File: src/rtl/frame_buf_arbiter_if.sv
// Frame buffer arbiter bus bundle: upload write requester, display read
// requester, single-port synchronous RAM port and starvation status.
// The stall_cnt member exists only when FRAME_BUF_ARB_STATS_EN is defined.
interface frame_buf_arbiter_if #(
    parameter int ADDR_W = 19,
    parameter int DATA_W = 8
);
    // upload write requester
    logic              wr_req;
    logic [ADDR_W-1:0] wr_addr;
    logic [DATA_W-1:0] wr_data;
    logic              wr_gnt;
    // display / processing read requester
    logic              rd_req;
    logic [ADDR_W-1:0] rd_addr;
    logic              rd_gnt;
    logic [DATA_W-1:0] rd_data;
    logic              rd_valid;
    // single-port synchronous RAM, 1-cycle read latency
    logic              mem_en;
    logic              mem_we;
    logic [ADDR_W-1:0] mem_addr;
    logic [DATA_W-1:0] mem_wdata;
    logic [DATA_W-1:0] mem_rdata;
    // status
    logic              starve_flag;
`ifdef FRAME_BUF_ARB_STATS_EN
    logic [15:0]       stall_cnt;
`endif

`ifdef FRAME_BUF_ARB_STATS_EN
    modport slave (
        input  wr_req, wr_addr, wr_data, rd_req, rd_addr, mem_rdata,
        output wr_gnt, rd_gnt, rd_data, rd_valid,
        output mem_en, mem_we, mem_addr, mem_wdata, starve_flag, stall_cnt
    );
    modport master (
        output wr_req, wr_addr, wr_data, rd_req, rd_addr, mem_rdata,
        input  wr_gnt, rd_gnt, rd_data, rd_valid,
        input  mem_en, mem_we, mem_addr, mem_wdata, starve_flag, stall_cnt
    );
`else
    modport slave (
        input  wr_req, wr_addr, wr_data, rd_req, rd_addr, mem_rdata,
        output wr_gnt, rd_gnt, rd_data, rd_valid,
        output mem_en, mem_we, mem_addr, mem_wdata, starve_flag
    );
    modport master (
        output wr_req, wr_addr, wr_data, rd_req, rd_addr, mem_rdata,
        input  wr_gnt, rd_gnt, rd_data, rd_valid,
        input  mem_en, mem_we, mem_addr, mem_wdata, starve_flag
    );
`endif
endinterface

File: src/rtl/frame_buf_arbiter.sv
// Frame buffer arbiter: shares one single-port synchronous RAM between an
// upload writer and a display reader. Reads have priority; a write that has
// waited STARVE_LIMIT cycles is forced through for exactly one grant.
// Grants and the RAM command are combinational so one access per cycle is
// sustained with no bubble on requester switches.
// Optional feature macro: FRAME_BUF_ARB_STATS_EN adds a 16-bit saturating
// write-stall counter (bus.stall_cnt), cleared only by reset.
module frame_buf_arbiter #(
    parameter int ADDR_W       = 19,
    parameter int DATA_W       = 8,
    parameter int STARVE_LIMIT = 8
) (
    input  logic                 clk_proc,
    input  logic                 reset_n,
    frame_buf_arbiter_if.slave   bus
);

    localparam logic [7:0] LIMIT = 8'(STARVE_LIMIT);

    typedef enum logic [0:0] {
        RD_PRIO  = 1'b0,
        WR_FORCE = 1'b1
    } state_t;

    state_t            r_state;
    state_t            w_state_nxt;
    logic [7:0]        r_wait_cnt;
    logic [7:0]        w_wait_cnt_nxt;
    logic              w_wr_gnt;
    logic              w_rd_gnt;
    logic              r_rd_valid;
    logic [ADDR_W-1:0] r_mem_addr;
    logic [DATA_W-1:0] r_mem_wdata;
    logic [ADDR_W-1:0] w_mem_addr;
    logic [DATA_W-1:0] w_mem_wdata;

    // Arbitration and next-state: grants are suppressed while reset is held.
    always_comb begin
        w_wr_gnt    = 1'b0;
        w_rd_gnt    = 1'b0;
        w_state_nxt = r_state;
        if (reset_n == 1'b0) begin
            w_wr_gnt    = 1'b0;
            w_rd_gnt    = 1'b0;
            w_state_nxt = RD_PRIO;
        end else begin
            case (r_state)
                RD_PRIO: begin
                    if (bus.rd_req) begin
                        w_rd_gnt = 1'b1;
                    end else if (bus.wr_req) begin
                        w_wr_gnt = 1'b1;
                    end else begin
                        w_rd_gnt = 1'b0;
                        w_wr_gnt = 1'b0;
                    end
                    // A write granted in this very cycle already relieves the starvation.
                    if ((r_wait_cnt == LIMIT) && !w_wr_gnt) begin
                        w_state_nxt = WR_FORCE;
                    end else begin
                        w_state_nxt = RD_PRIO;
                    end
                end
                WR_FORCE: begin
                    // If the writer withdrew, reads proceed but the force stays armed.
                    if (bus.wr_req) begin
                        w_wr_gnt = 1'b1;
                    end else if (bus.rd_req) begin
                        w_rd_gnt = 1'b1;
                    end else begin
                        w_rd_gnt = 1'b0;
                        w_wr_gnt = 1'b0;
                    end
                    if (w_wr_gnt) begin
                        w_state_nxt = RD_PRIO;
                    end else begin
                        w_state_nxt = WR_FORCE;
                    end
                end
                default: begin
                    w_state_nxt = RD_PRIO;
                end
            endcase
        end
    end

    // Write wait counter: clears on a write grant, saturates at the limit.
    always_comb begin
        w_wait_cnt_nxt = r_wait_cnt;
        if (w_wr_gnt) begin
            w_wait_cnt_nxt = 8'd0;
        end else if (bus.wr_req && (r_wait_cnt < LIMIT)) begin
            w_wait_cnt_nxt = r_wait_cnt + 8'd1;
        end else begin
            w_wait_cnt_nxt = r_wait_cnt;
        end
    end

    // RAM command: follows the granted requester, otherwise holds the last value.
    always_comb begin
        w_mem_addr  = r_mem_addr;
        w_mem_wdata = r_mem_wdata;
        if (w_wr_gnt) begin
            w_mem_addr  = bus.wr_addr;
            w_mem_wdata = bus.wr_data;
        end else if (w_rd_gnt) begin
            w_mem_addr  = bus.rd_addr;
            w_mem_wdata = r_mem_wdata;
        end else begin
            w_mem_addr  = r_mem_addr;
            w_mem_wdata = r_mem_wdata;
        end
    end

    // State, wait counter, read-valid pipeline and held RAM command registers.
    always_ff @(posedge clk_proc or negedge reset_n) begin
        if (!reset_n) begin
            r_state     <= RD_PRIO;
            r_wait_cnt  <= 8'd0;
            r_rd_valid  <= 1'b0;
            r_mem_addr  <= '0;
            r_mem_wdata <= '0;
        end else begin
            r_state     <= w_state_nxt;
            r_wait_cnt  <= w_wait_cnt_nxt;
            r_rd_valid  <= w_rd_gnt;
            r_mem_addr  <= w_mem_addr;
            r_mem_wdata <= w_mem_wdata;
        end
    end

`ifdef FRAME_BUF_ARB_STATS_EN
    logic [15:0] r_stall_cnt;

    // Saturating count of cycles the writer waited without a grant.
    always_ff @(posedge clk_proc or negedge reset_n) begin
        if (!reset_n) begin
            r_stall_cnt <= 16'd0;
        end else if (bus.wr_req && !w_wr_gnt && (r_stall_cnt != 16'hFFFF)) begin
            r_stall_cnt <= r_stall_cnt + 16'd1;
        end else begin
            r_stall_cnt <= r_stall_cnt;
        end
    end

    assign bus.stall_cnt = r_stall_cnt;
`endif

    assign bus.wr_gnt      = w_wr_gnt;
    assign bus.rd_gnt      = w_rd_gnt;
    assign bus.mem_en      = w_wr_gnt | w_rd_gnt;
    assign bus.mem_we      = w_wr_gnt;
    assign bus.mem_addr    = w_mem_addr;
    assign bus.mem_wdata   = w_mem_wdata;
    assign bus.rd_valid    = r_rd_valid;
    assign bus.rd_data     = bus.mem_rdata;
    assign bus.starve_flag = (r_state == WR_FORCE);

endmodule

File: src/flat_wrapper.sv
// flat-port wrapper written by rule: the top's interface ports become plain ports
module frame_buf_arbiter_flat 
#(
    parameter int ADDR_W       = 19,
    parameter int DATA_W       = 8,
    parameter int STARVE_LIMIT = 8
)
  (clk_proc, reset_n, bus_wr_req, bus_wr_addr, bus_wr_data, bus_rd_req, bus_rd_addr, bus_mem_rdata, bus_wr_gnt, bus_rd_gnt, bus_rd_data, bus_rd_valid, bus_mem_en, bus_mem_we, bus_mem_addr, bus_mem_wdata, bus_starve_flag);
  frame_buf_arbiter_if #(.ADDR_W(ADDR_W), .DATA_W(DATA_W)) bus_i ();
  input  logic clk_proc;
  input  logic reset_n;
  input wire logic [$bits(bus_i.wr_req)-1:0] bus_wr_req;
  input wire logic [$bits(bus_i.wr_addr)-1:0] bus_wr_addr;
  input wire logic [$bits(bus_i.wr_data)-1:0] bus_wr_data;
  input wire logic [$bits(bus_i.rd_req)-1:0] bus_rd_req;
  input wire logic [$bits(bus_i.rd_addr)-1:0] bus_rd_addr;
  input wire logic [$bits(bus_i.mem_rdata)-1:0] bus_mem_rdata;
  output wire logic [$bits(bus_i.wr_gnt)-1:0] bus_wr_gnt;
  output wire logic [$bits(bus_i.rd_gnt)-1:0] bus_rd_gnt;
  output wire logic [$bits(bus_i.rd_data)-1:0] bus_rd_data;
  output wire logic [$bits(bus_i.rd_valid)-1:0] bus_rd_valid;
  output wire logic [$bits(bus_i.mem_en)-1:0] bus_mem_en;
  output wire logic [$bits(bus_i.mem_we)-1:0] bus_mem_we;
  output wire logic [$bits(bus_i.mem_addr)-1:0] bus_mem_addr;
  output wire logic [$bits(bus_i.mem_wdata)-1:0] bus_mem_wdata;
  output wire logic [$bits(bus_i.starve_flag)-1:0] bus_starve_flag;
  assign bus_i.wr_req = bus_wr_req;
  assign bus_i.wr_addr = bus_wr_addr;
  assign bus_i.wr_data = bus_wr_data;
  assign bus_i.rd_req = bus_rd_req;
  assign bus_i.rd_addr = bus_rd_addr;
  assign bus_i.mem_rdata = bus_mem_rdata;
  assign bus_wr_gnt = bus_i.wr_gnt;
  assign bus_rd_gnt = bus_i.rd_gnt;
  assign bus_rd_data = bus_i.rd_data;
  assign bus_rd_valid = bus_i.rd_valid;
  assign bus_mem_en = bus_i.mem_en;
  assign bus_mem_we = bus_i.mem_we;
  assign bus_mem_addr = bus_i.mem_addr;
  assign bus_mem_wdata = bus_i.mem_wdata;
  assign bus_starve_flag = bus_i.starve_flag;
  frame_buf_arbiter #(.ADDR_W(ADDR_W), .DATA_W(DATA_W), .STARVE_LIMIT(STARVE_LIMIT)) u_core (.clk_proc(clk_proc), .reset_n(reset_n), .bus(bus_i));
endmodule
File: config.mk
export PLATFORM = sky130hd
export DESIGN_NAME = frame_buf_arbiter_flat
export DESIGN_NICKNAME = d
export VERILOG_FILES = /design/src/rtl/frame_buf_arbiter_if.sv /design/src/rtl/frame_buf_arbiter.sv /design/src/flat_wrapper.sv
export SDC_FILE = /design/constraint.sdc
export NUM_CORES = 1
export LEC_CHECK = 0
export ABC_AREA = 1
export BUFFER_PORTS_ARGS = -buffer_cell sky130_fd_sc_hd__buf_4
export CAP_MARGIN = 0
export CORE_ASPECT_RATIO = 0.6
export CORE_MARGIN = 4
export CORE_UTILIZATION = 45
export CTS_CLUSTER_DIAMETER = 40
export CTS_CLUSTER_SIZE = 20
export DETAILED_ROUTE_END_ITERATION = 8
export HOLD_SLACK_MARGIN = 0.06
export PLACE_DENSITY = 0.88
export SLEW_MARGIN = 20
export SYNTH_ARGS = -nofsm -noshare
export SYNTH_HDL_FRONTEND = slang
export SYNTH_SLANG_ARGS = --single-unit
export TNS_END_PERCENT = 30
File: constraint.sdc
create_clock -name clk_proc -period 1.7 [get_ports clk_proc]
set_input_delay 0.34 -clock clk_proc [delete_from_list [all_inputs] [get_ports clk_proc]]
set_output_delay 0.34 -clock clk_proc [all_outputs]
set_load 0.01 [all_outputs]
---- Yosys cells after proc, flatten, opt, wreduce, memory -nomap -nowiden ----
Index checks and enable logic that the tools add are counted.
operators by class
  multipliers ............................. 0
  magnitude comparators ................... 1
  div/mod/pow operators ................... 0
  multiplexer cells ....................... 21
  $add $sub $neg .......................... 1
  reduce and logical (&&, ||, !) cells .... 4
  equality and inequality tests ........... 1
  bitwise logic cells ..................... 2
  shift operators ......................... 0
operator list
  operator             count
  $mux 19              2
  $mux 8               3
  $mux 1               13
  $add 8x1->8 const B  1
  $eq 8x4->1 const B   1
  $lt 8x4->1 const B   1
  $pmux 1 s2           3
  $logic_and 1x1->1    2
  $reduce_bool 2->1    1
  $logic_not 1->1      1
  $not 1->1            1
  $or 1x1->1           1
storage, ports and cells
  bits in latches ......................... 0
  logic and storage cells ................. 35
  memories kept ........................... 0
  register bits ........................... 37
  bits in writable memories ............... 0
  input port bits ......................... 58
  output and inout port bits .............. 41
  bits in read-only memories .............. 0

---- Longest topological paths before layout ----
  depth after elaboration ................. 9
  depth in mapped cells ................... 7
  mapped depth without buffers ............ 6

---- Worst setup path after synthesis ----
No wires, ideal clock.
  path type ............................... reg-to-output
  start point ............................. reg u_core.r_state, in the netlist u_core.bus.starve_flag
  end point ............................... out bus_mem_addr[17]
  setup slack ............................. 276 ps
  arrival ................................. 1084 ps
  data required time ...................... 1360 ps
  stages on the path, launching flop included .. 8
  buffers on the path ..................... 1
  cells stage by stage .................... dfrtp_1 inv_1 nand2_2 nand3_4 inv_4 buf_4 nand2_1 nand2_1
between the ends
  elaborated cells between the ends (all ways) .. 7
  classes of those cells .................. 6 x mux; 1 x bitwise
RTL lines
  what                    line                      text
  start, declared         frame_buf_arbiter.sv:25   state_t r_state;
  start signal, assigned  frame_buf_arbiter.sv:124  r_state <= w_state_nxt;
  $not 1->1               frame_buf_arbiter.sv:47   case (r_state)
  $pmux 1 s2 (*)          frame_buf_arbiter.sv:47
  $mux 1 (*)              frame_buf_arbiter.sv:42   if (reset_n == 1'b0) begin
  via bus_mem_we          flat_wrapper.sv:23        output wire logic [$bits(bus_i.mem_we)-1:0] bus_mem_we;
  $mux 19 (*)             frame_buf_arbiter.sv:103  if (w_wr_gnt) begin
  end, declared           flat_wrapper.sv:24        output wire logic [$bits(bus_i.mem_addr)-1:0] bus_mem_addr;
The timed path passes the listed nets; every way through them passes the cells marked *.

---- Final worst setup path ----
  start point ............................. reg u_core.r_state, in the netlist u_core.bus.starve_flag
  end point ............................... out bus_mem_addr[17]
between the ends
  cells in the longest elaborated chain, start to end .. 5
  elaborated cells between the ends (all ways) .. 7
  classes of those cells .................. 6 x mux; 1 x bitwise
RTL lines
  what         line                      text
  $not 1->1    frame_buf_arbiter.sv:47
  $pmux 1 s2   frame_buf_arbiter.sv:47
  $mux 1       frame_buf_arbiter.sv:42
  $mux 19      frame_buf_arbiter.sv:106  end else if (w_rd_gnt) begin
  $mux 19 (*)  frame_buf_arbiter.sv:103
Every way passes the cells marked *; elsewhere a longest branch is shown, timed or not.

==> run metrics <==
status finished, violations left; violated checks negative setup slack; Worst path slowest cell sky130_fd_sc_hd__dfrtp_1; EDFF count, synth 0; time the worst path needs with I/O delays and setup 1.82 ns; Cell variety after synth 18; number of clock sinks 37; setup repair after global routing missed its margin yes; biggest area contributors in the synthesized netlist sky130_fd_sc_hd__dfrtp_1 (45%), sky130_fd_sc_hd__nand2_1 (18%), sky130_fd_sc_hd__nand3_1 (9.0%); leading cell types by count after synthesis sky130_fd_sc_hd__nand2_1 (97), sky130_fd_sc_hd__inv_1 (48), sky130_fd_sc_hd__dfrtp_1 (37), sky130_fd_sc_hd__nand3_1 (37), sky130_fd_sc_hd__buf_4 (12); CP dominant cell by count sky130_fd_sc_hd__nand2_1; Final Wtd Congestion 0.806; worst hold path class in2async; Post-Syn Area per Cell 7.69 sq um; Core ar. 4260 sq um; gate family responsible for the most delay along the worst path simple AND/OR/NAND/NOR gates; Post-Synthesis Net Count 327; part of the cycle the worst path needs 107%; wire length of the first global-routing pass 8200 um; Final ANT Viol Nets 0; number of antenna violations at the first check in global routing 0; DR WL/cell 12.7 um; number of diodes 0; aggregate global routing overflow 0; cell with the most instances after synthesis sky130_fd_sc_hd__nand2_1; horizontal die dimension 95.2 um; Final Non-Filler Cells 411; Clock Tree Buf Depth 2; clock tree from TritonCTS yes; Reg clk slew, reported paths 0.07 ns; dominant register cell in the synthesized netlist sky130_fd_sc_hd__dfrtp_1; WL final approximately 5200 um; maximum level of the CTS H-tree 2; area enclosed by the die boundary about 5700 sq um; CP required 1.36 ns; crit start category register; number of max-slew violations in the final report 0; final hold violations 0; synthesis-to-finish area growth 41.6%; Port Buffers between 80 and 90; post-synth design cell area 2050 sq um; post-place setup slack between 0.03 and 0.04 ns; Largest stage delay, worst path about 0.42 ns; fraction of final layout cells with drive strength greater than 1 38.2%; Crit Path Class reg2out; Data arrival, critical path approximately 1.5 ns; leakage power 0.00173 uW; Synth Register Bits 37; cell-by-cell trace of the critical path nand2_2, nand2_1, buf_12, nand2_1, nand3_2, nand2_1, buf_4; drt initial violations 87; Pwr Total 2720 uW; worst slew margin relative to its limit approximately 82%; largest fanout on the critical path 15; via count of the first global-routing pass 1,822; Total Negative Setup Slacks -2.46 ns; number of buffers and inverters on the critical path 2; Peak Freq between 500 and 600 MHz; cts bufs inserted 5; Final nets approximately 400; Remaining DRCs 0; Initial Util about 48%; total global routing track utilization 18.9%; Via Count between 1,500 and 2,000; CTS root buf sky130_fd_sc_hd__clkbuf_8; Warnings, synthesis 0; number of maximum-capacitance constraint violations 0; top-level I/O count a little under 100; power per standard cell area 937 nW/um^2; largest area contributor in the netlist sky130_fd_sc_hd__dfrtp_1; share of the synthesized area in the top cell type 45.1%; number of iterations in the first detailed-routing pass 6; share of synthesized registers carrying an async set or reset 100%; sequential fraction of the synthesis area 45.1%; final critical-path setup slack -0.119 ns; transition at the pin with the smallest max-transition slack 0.276 ns; endpoints failing setup 27; kind of end point of the critical path output pin; insertion delay to the later sink of the worst-skew pair 0.29 ns; Final Cell Area 2910 sq um; number of placement rows 18; DIE HEIGHT 60.3 um; timing startpoint of the critical path u_core.bus.starve_flag; maximum vdd ir drop 571 uV; largest net degree at the start of global routing 30; reg-to-reg startpoint u_core.bus.starve_flag; cell count after placement 399; half-perimeter wire length of the detailed placement result a little under 4000 um; gate count of the mapped netlist 267; total placed instance area 2680 sq um; via density per instance 4.59; Layout Skew 0.00497 ns
-- report_power, final --
group          leakage, uW  internal [uW]  total [uW]  switching (uW)
Sequential        0.000452           1030        1100            72.1
Clock            0.0000554            440         760             320
Combinational      0.00122            416         862             446
Total              0.00173           1890        2720             838
-- metrics by stage --
stage | util [%] | hold WS, ns
after floorplan | - | 0.0444
after global placement | 62.9 | 0.362
after detailed placement | 62.9 | 0.366
after CTS | 67.0 | 0.0647
after global routing | 68.3 | 0.0775
final | 68.3 | 0.0661
-- state kept, by name (all words and copies together), names as in the netlist --
name                    flops
u_core.r_wait_cnt           8
u_core.r_mem_addr          19
u_core.r_mem_wdata          8
u_core.bus.starve_flag      1
u_core.bus.rd_valid         1
-- layout by cell type, fill, tap and decap left out, drive strengths merged --
| master | n |
|---|---|
| bufinv | 1 |
| clkinv | 2 |
| dlygate4sd3 | 1 |
| ha | 2 |
| inv | 49 |
| buf | 96 |
| nand2 | 99 |
| and3 | 1 |
| dfrtp | 37 |
| clkbuf | 6 |
| nor2 | 8 |
| xor2 | 1 |
| nand3 | 48 |
-- cell families (layout without fill, tap and decap cells) --
logic type	count (synthesis)	count (layout)	synth area share, %
buffers and inverters	71	155	18.4
xor gates and xnor gates	1	1	0.427
and+or+nand+nor	156	156	34.9
adders and majority gates	2	2	1.22
DFF	37	37	45.1
-- routing by layer --
metal	global-route usage (%)	up-vias	wire length (um)
li1	-	956	-
met1	24.8	851	2410
met2	28.3	77	2180
met3	8.43	4	597
met4	5.54	0	36
met5	0	-	0
-- timing repair --
item | 4_1_cts | 5_1_grt
hold endpoints to repair | 16 | 0
pin swaps | 1 | 0
resized for setup | 11 | 13
gates cloned | 0 | 0
setup endpoints to repair | 30 | 31
hold buffers | 1 | 0
setup buffers | 2 | 1
-- layout make-up --
cell class	count	area, sq um
multi-input combinational	159	807
inverter	50	200
sequential	37	926
clock inverter	2	38.8
tap	60	75.1
timing repair buffer	97	787
fill	342	1350
clock buffer	6	72.6
-- final timing paths --
| check | endpoint | slack, ns | cells after the start |
|---|---|---|---|
| worst max-delay path | bus_mem_addr[17] | -0.12 | 7 |
| worst min-delay path | u_core.r_wait_cnt[2] | 0.07 | 2 |
| worst max register to register | u_core.r_wait_cnt[1] | 0.38 | 7 |
| worst min register to register | u_core.r_wait_cnt[5] | 0.47 | 2 |
| max in group asynchronous | u_core.r_mem_addr[8] | 0.89 | 3 |
| min in group clk_proc | u_core.r_mem_wdata[3] | 0.26 | 3 |
No activity file was read; power rests on OpenSTA's default activity.
